==> src/rtl/mem_stage.sv <==
`default_nettype none
// ============================================================================
// Module      : mem_stage
// Description : Memory-access pipeline stage between execute and write-back.
//               Latches the execute-to-memory bus, takes single-cycle SRAM
//               read data in the first cycle a load occupies the stage,
//               aligns and extends it, and holds the read word across
//               write-back stalls. Forwards destination and result to decode.
// Ports       :
//   clk              - pipeline clock, rising edge
//   resetn           - asynchronous active-low reset
//   EXE_to_MEM_BUS   - execute-stage payload (188 bits)
//   EXE_to_MEM_valid - execute offers an instruction
//   MEM_allowin      - this stage accepts a new instruction this cycle
//   data_sram_rdata  - SRAM read data, valid in a load's first MEM cycle
//   MEM_to_WB_BUS    - payload to write-back (149 bits)
//   MEM_to_WB_valid  - instruction offered to write-back
//   WB_allowin       - write-back accepts
//   MEM_RF_BUS       - {dest_fwd, rfrom_mem, final_result} for bypass
// Revision    : 1.0 - initial release
// ============================================================================
module mem_stage (
  input  logic         clk,
  input  logic         resetn,
  input  logic [187:0] EXE_to_MEM_BUS,
  input  logic         EXE_to_MEM_valid,
  output logic         MEM_allowin,
  input  logic [31:0]  data_sram_rdata,
  output logic [148:0] MEM_to_WB_BUS,
  output logic         MEM_to_WB_valid,
  input  logic         WB_allowin,
  output logic [37:0]  MEM_RF_BUS
);

  // SRAM read completes in one cycle, so the stage is always ready.
  localparam logic MEM_READY_GO = 1'b1;

  logic         mem_valid_q, mem_valid_d;
  logic [187:0] bus_q, bus_d;
  logic         first_cyc_q, first_cyc_d;
  logic [31:0]  rbuf_q, rbuf_d;
  logic         rbuf_v_q, rbuf_v_d;

  // Decoded fields of the latched bus
  logic [31:0] pc;
  logic        gr_we;
  logic [4:0]  dest;
  logic [31:0] exe_result;
  logic [4:0]  load_op;
  logic        rfrom_mem;
  logic [78:0] csr_fields;
  logic        unused_store_bits;

  assign pc         = bus_q[187:156];
  assign gr_we      = bus_q[155];
  assign dest       = bus_q[154:150];
  assign exe_result = bus_q[149:118];
  assign load_op    = bus_q[84:80];
  assign rfrom_mem  = bus_q[79];
  assign csr_fields = bus_q[78:0];

  // Store address and enable were consumed in execute; nothing here uses them.
  assign unused_store_bits = ^bus_q[117:85];

  logic accept;
  logic leave;
  logic capture;

  assign MEM_allowin     = !mem_valid_q | (MEM_READY_GO & WB_allowin);
  assign MEM_to_WB_valid = mem_valid_q & MEM_READY_GO;
  assign accept          = EXE_to_MEM_valid & MEM_allowin;
  assign leave           = mem_valid_q & WB_allowin;
  // Read data is only present on the SRAM port in the first cycle, so grab it
  // then if write-back is not taking the instruction this cycle.
  assign capture         = first_cyc_q & mem_valid_q & rfrom_mem & !WB_allowin;

  always_comb begin
    mem_valid_d = mem_valid_q;
    bus_d       = bus_q;
    first_cyc_d = accept;
    rbuf_d      = rbuf_q;
    rbuf_v_d    = rbuf_v_q;
    if (MEM_allowin) begin
      mem_valid_d = EXE_to_MEM_valid;
    end
    if (accept) begin
      bus_d = EXE_to_MEM_BUS;
    end
    // Accept takes priority so a buffer belonging to an instruction that just
    // left can never be seen by its successor.
    if (accept || leave) begin
      rbuf_v_d = 1'b0;
    end else if (capture) begin
      rbuf_d   = data_sram_rdata;
      rbuf_v_d = 1'b1;
    end
  end

  always_ff @(posedge clk or negedge resetn) begin
    if (!resetn) begin
      mem_valid_q <= 1'b0;
      bus_q       <= '0;
      first_cyc_q <= 1'b0;
      rbuf_q      <= '0;
      rbuf_v_q    <= 1'b0;
    end else begin
      mem_valid_q <= mem_valid_d;
      bus_q       <= bus_d;
      first_cyc_q <= first_cyc_d;
      rbuf_q      <= rbuf_d;
      rbuf_v_q    <= rbuf_v_d;
    end
  end

  // Load alignment and extension
  logic [31:0] rd;
  logic [1:0]  off;
  logic [7:0]  ld_byte;
  logic [15:0] ld_half;
  logic [31:0] load_value;
  logic [31:0] final_result;

  assign rd  = rbuf_v_q ? rbuf_q : data_sram_rdata;
  assign off = exe_result[1:0];

  always_comb begin
    ld_byte = rd[7:0];
    case (off)
      2'd0:    ld_byte = rd[7:0];
      2'd1:    ld_byte = rd[15:8];
      2'd2:    ld_byte = rd[23:16];
      default: ld_byte = rd[31:24];
    endcase
  end

  assign ld_half = off[1] ? rd[31:16] : rd[15:0];

  // load_op = {LD_W, LD_H, LD_HU, LD_B, LD_BU}
  always_comb begin
    load_value = rd;
    if (load_op[4]) begin
      load_value = rd;
    end else if (load_op[3]) begin
      load_value = {{16{ld_half[15]}}, ld_half};
    end else if (load_op[2]) begin
      load_value = {16'h0000, ld_half};
    end else if (load_op[1]) begin
      load_value = {{24{ld_byte[7]}}, ld_byte};
    end else if (load_op[0]) begin
      load_value = {24'h000000, ld_byte};
    end
  end

  assign final_result = rfrom_mem ? load_value : exe_result;

  assign MEM_to_WB_BUS = {pc, gr_we, dest, final_result, csr_fields};
  assign MEM_RF_BUS    = {((gr_we & mem_valid_q) ? dest : 5'd0), rfrom_mem, final_result};

endmodule
`default_nettype wire

==> config.mk <==
export PLATFORM = sky130hd
export DESIGN_NAME = mem_stage
export DESIGN_NICKNAME = d
export VERILOG_FILES = /design/src/rtl/mem_stage.sv
export SDC_FILE = /design/constraint.sdc
export NUM_CORES = 1
export LEC_CHECK = 0
export ABC_CLOCK_PERIOD_IN_PS = 3750
export CAP_MARGIN = 30
export CELL_PAD_IN_SITES_DETAIL_PLACEMENT = 0
export CELL_PAD_IN_SITES_GLOBAL_PLACEMENT = 1
export CORE_AREA = 4 4 180 182
export CTS_CLUSTER_SIZE = 12
export DETAILED_ROUTE_END_ITERATION = 16
export DIE_AREA = 0 0 184 186
export PLACE_DENSITY = 0.83
export SYNTH_ARGS = -nofsm -noshare
export SYNTH_HDL_FRONTEND = slang
export SYNTH_SLANG_ARGS = --single-unit
==> constraint.sdc <==
create_clock -name clk -period 3.75 [get_ports clk]
set_input_delay 1.125 -clock clk [delete_from_list [all_inputs] [get_ports clk]]
set_output_delay 1.125 -clock clk [all_outputs]
set_load 0.01 [all_outputs]
==> flow_results.org <==
** Synthesis
- dfrtp_1 takes more of the synthesized area than any other cell.
- Counting instances in the post-synthesis netlist gives the leading cell types as 200 x mux2_2, 190 x dfrtp_1, 161 x buf_4.
- Portion of the post-synthesis area used by sequential elements :: 48.6%
- Share of the synthesized area in the top cell type :: 48.6%
- Most area-consuming cells after synthesis :: dfrtp_1 49%, mux2_2 23%, buf_4 12%
- Ys flop type :: dfrtp_1
- mux2_2 is the most common cell in the netlist.
- The number of nets in the synthesized netlist is 1000.
- Async set-or-reset flop fraction in the synthesized netlist :: 100%
- Yosys printed 0 warnings.
- The mapped netlist covers 9770 um^2.
- Mean Syn Cell Area :: 12.6 um^2
- After synthesis, the netlist uses 41 different library cells.
- Synthesis inferred 190 register bits.
- Number of synthesized flops with an enable pin :: 0
- Synthesis handed over a netlist of 776 instances.

** Route
- Summed over all layers, the routed wires come to 29700 um.
- Dividing the detail-routed wire length by the instance count gives 20.5 um.
- Via count :: 6973
- In the routed layout, each cell is associated on average with a via count of 4.81.
- The count of nets left with antenna violations once routing finished came out at 0.
- The first detailed-routing pass took 4 iterations.
- DRC violation count after routing :: 0
- The first routing iteration left 251 violations.

** Placed design
- Summed over all nets, the half-perimeter wirelength after detailed placement is 21900 um.
- Quantity of I/O buffers inserted on ports :: 379
- Final Wtd Congestion :: 0.826
- After detailed placement, the design holds a cell count of 1402.

** Floorplanning
- Placeable core region :: 30600 um^2
- Vert. Die Dim :: 186 um
- Pin placement for this block handled 413 I/O pins.
- # rows :: 64
- The floorplan step set the die width to 184 um.
- The floorplan step defined a die boundary enclosing 34200 um^2.
- Once the floorplan was initialized, standard cells occupied 31.9% of the core.

** Timing
- Maximum clock rate :: 260 MHz
- After layout, the worst setup slack is -102 ps.
- Worst hold slack :: 506 ps
- At the pin with the least slew margin, the transition time is 936 ps.
- Tightest slew margin relative to the limit :: 37.6%
- For the final database, setup skew stands at 11.3 ps.
- Max-slew violation count :: 0
- Unrepaired setup endpoints after global routing :: yes
- The number of hold violations in the final report was 0.
- Post-route clock period utilization :: 103%
- Counting I/O delays and the setup requirement, the final critical path takes 3850 ps.
- Total Neg Setup Slack :: -2800 ps
- Setup violation total in the final timing report :: 42

** GRT
- Vias in the first global route :: 7547
- Global route total overflow :: 0
- Wire length of the first global-routing pass :: 44100 um
- GRT Total Usage :: 16.8%
- Initial antenna violation count :: 2
- Maximum number of pins on one net before global-route repair :: 91

** Power
- Share of power burned in the clock network :: 28.4%
- Overall power consumption :: 6.90 mW
- Reg power frac :: 38.2%
- P per Cell Area :: 490 nW/um^2
- P_int :: 4.79 mW
- Peak supply drop :: 0.358 mV
- Power share of the combinational group :: 33.4%
- Switching part of the total :: 30.7%
- Power spent charging and discharging nets :: 2.12 mW
- Summed over all cells, the static leakage comes to 5.75 nW.

** Clocking
- Clock root buffer :: clkbuf_16
- In this run, CTS created clock tree buffers numbering 17.
- The clock passes through at most 2 buffers.
- Htree depth :: 4
- TritonCTS built the clock tree.
- CTS clock-pin slew for the worst setup and hold paths :: 70 ps
- Post-cts hold buffer count :: 0
- Clock latency on the worst-skew pair, taken at its later pin, is 450 ps.
- For this design, the sink count on the clock tree is 190.

** Final layout
- Once layout is complete, the cells apart from fillers number 1451.
- In the final layout, the share of cells above drive strength 1 is 40.5%.
- Antenna diodes :: 0
- Net count of the finished layout :: 1266
- Synthesis-to-layout area growth :: 44.3%

** Setup path
- Largest fanout of any net on the critical path :: 7
- Type of the worst setup path :: in2out
- STA puts the critical path data required time at 2620 ps.
- Largest stage delay on the critical path :: 500 ps
- STA classifies the critical path endpoint as an output pin.
- The critical path goes through buf_6 > mux4_2 > mux2_4 > a31oi_4 > buf_12 > a221oi_4 > buf_2.
- Arrival time of data at the critical path endpoint :: 2730 ps
- Type of element launching the critical path :: input pin
- Critical-path cell with the highest stage delay :: mux4_2

** Min path
- The worst hold path belongs to the class reg2reg.

** Run status
- The run finished, with violations left.
- The checks that failed: setup timing.

** Flow run
- Max-cap violations in this run came to 0.
-- what timing repair did --
item                                    in CTS  in global routing
pin swaps                                   22                 14
endpoints found under the setup margin      64                 54
buffers inserted                             3                 13
gates cloned                                 0                  2
resized for setup                          360                 51
-- power by group through the flow --
stage	combinational [mW]	clock [mW]	sequential (mW)
floorplan	1.35	0	2.59
global placement	2.20	0	2.64
detailed placement	2.23	0	2.67
CTS	2.22	2.04	2.63
global route	2.46	2.11	2.68
finish	2.31	1.96	2.64
-- cell families after synthesis --
logic type / after synthesis / share of synthesized area, %
buf+inv: 195 / 14.1
mux: 226 / 26.9
flops: 190 / 48.6
compound gates: 94 / 6.98
simple gates: 71 / 3.41
-- worst max-delay path: cells and delay by family --
family / cells / cell delay [ps]
buf+inv: 3 / 480
mux: 2 / 810
compound gates: 2 / 290
-- worst paths after layout --
kind	start	to	slack, ps	cells after the start
max in group asynchronous	resetn	bus_q[173]	2210	2
worst min-delay path	bus_q[51]	bus_q[51]	510	1
worst max register to register	MEM_to_WB_valid	bus_q[11]	1890	4
worst max-delay path	data_sram_rdata[23]	MEM_RF_BUS[11]	-100	7
worst min register to register	bus_q[51]	bus_q[51]	510	1
min in group asynchronous	resetn	bus_q[57]	720	1
-- metrics by stage --
stage / utilization (%) / setup WS [ps] / instance area, um^2
after detailed placement: 42.9 / -853 / 13100
after CTS: 45.2 / -121 / 13800
after global placement: 42.9 / -853 / 13100
after floorplan: - / 108 / 9770
after global routing: 46.1 / -127 / 14100
final: 46.1 / -102 / 14100
-- area by class of cell --
cell class                      count  area [um^2]
Multi-Input combinational cell    391         4010
Fill cell                        2758        16500
Clock buffer                       17          425
Clock inverter                     15          201
Sequential cell                   190         4760
Timing Repair Buffer              439         4190
Tap cell                          396          495
Inverter                            3         11.3
-- routing by layer --
layer  GRT usage [%]  vias to the layer above  part of all wire, %
met2            28.7                      294                   49
met3            6.64                       41                  9.5
met1            19.6                     3509                   39
met4            5.03                        2                  2.1
li1                -                     3127                    -
met5               0                        -                0.044
-- placed cells by master, fill, tap and decap left out, types with 5 or more instances in the layout --
master / Yosys / final
a221oi_2: 0 / 7
and3_1: 5 / 5
a21oi_4: 1 / 14
mux2i_1: 16 / 15
o21ai_0: 6 / 5
buf_6: 3 / 29
a22o_1: 6 / 6
nor2_1: 29 / 28
o2bb2ai_1: 6 / 6
buf_12: 0 / 9
dlygate4sd2_1: 0 / 6
o22ai_1: 16 / 16
a221oi_4: 0 / 8
dfrtp_1: 190 / 188
nand2_1: 22 / 22
clkbuf_2: 1 / 9
a21oi_1: 26 / 17
mux2_2: 200 / 194
inv_8: 0 / 5
clkdlybuf4s50_1: 0 / 291
mux2_4: 1 / 7
clkbuf_16: 0 / 19
buf_2: 11 / 40
buf_4: 161 / 47
a21oi_2: 10 / 6
mux4_2: 9 / 9
-- state kept, by name, indices dropped and copies added (netlist names) --
register,cells
MEM_to_WB_valid,1
bus_q,155
first_cyc_q,1
rbuf_q,32
rbuf_v_q,1
No activity file was read; power rests on OpenSTA's default activity.
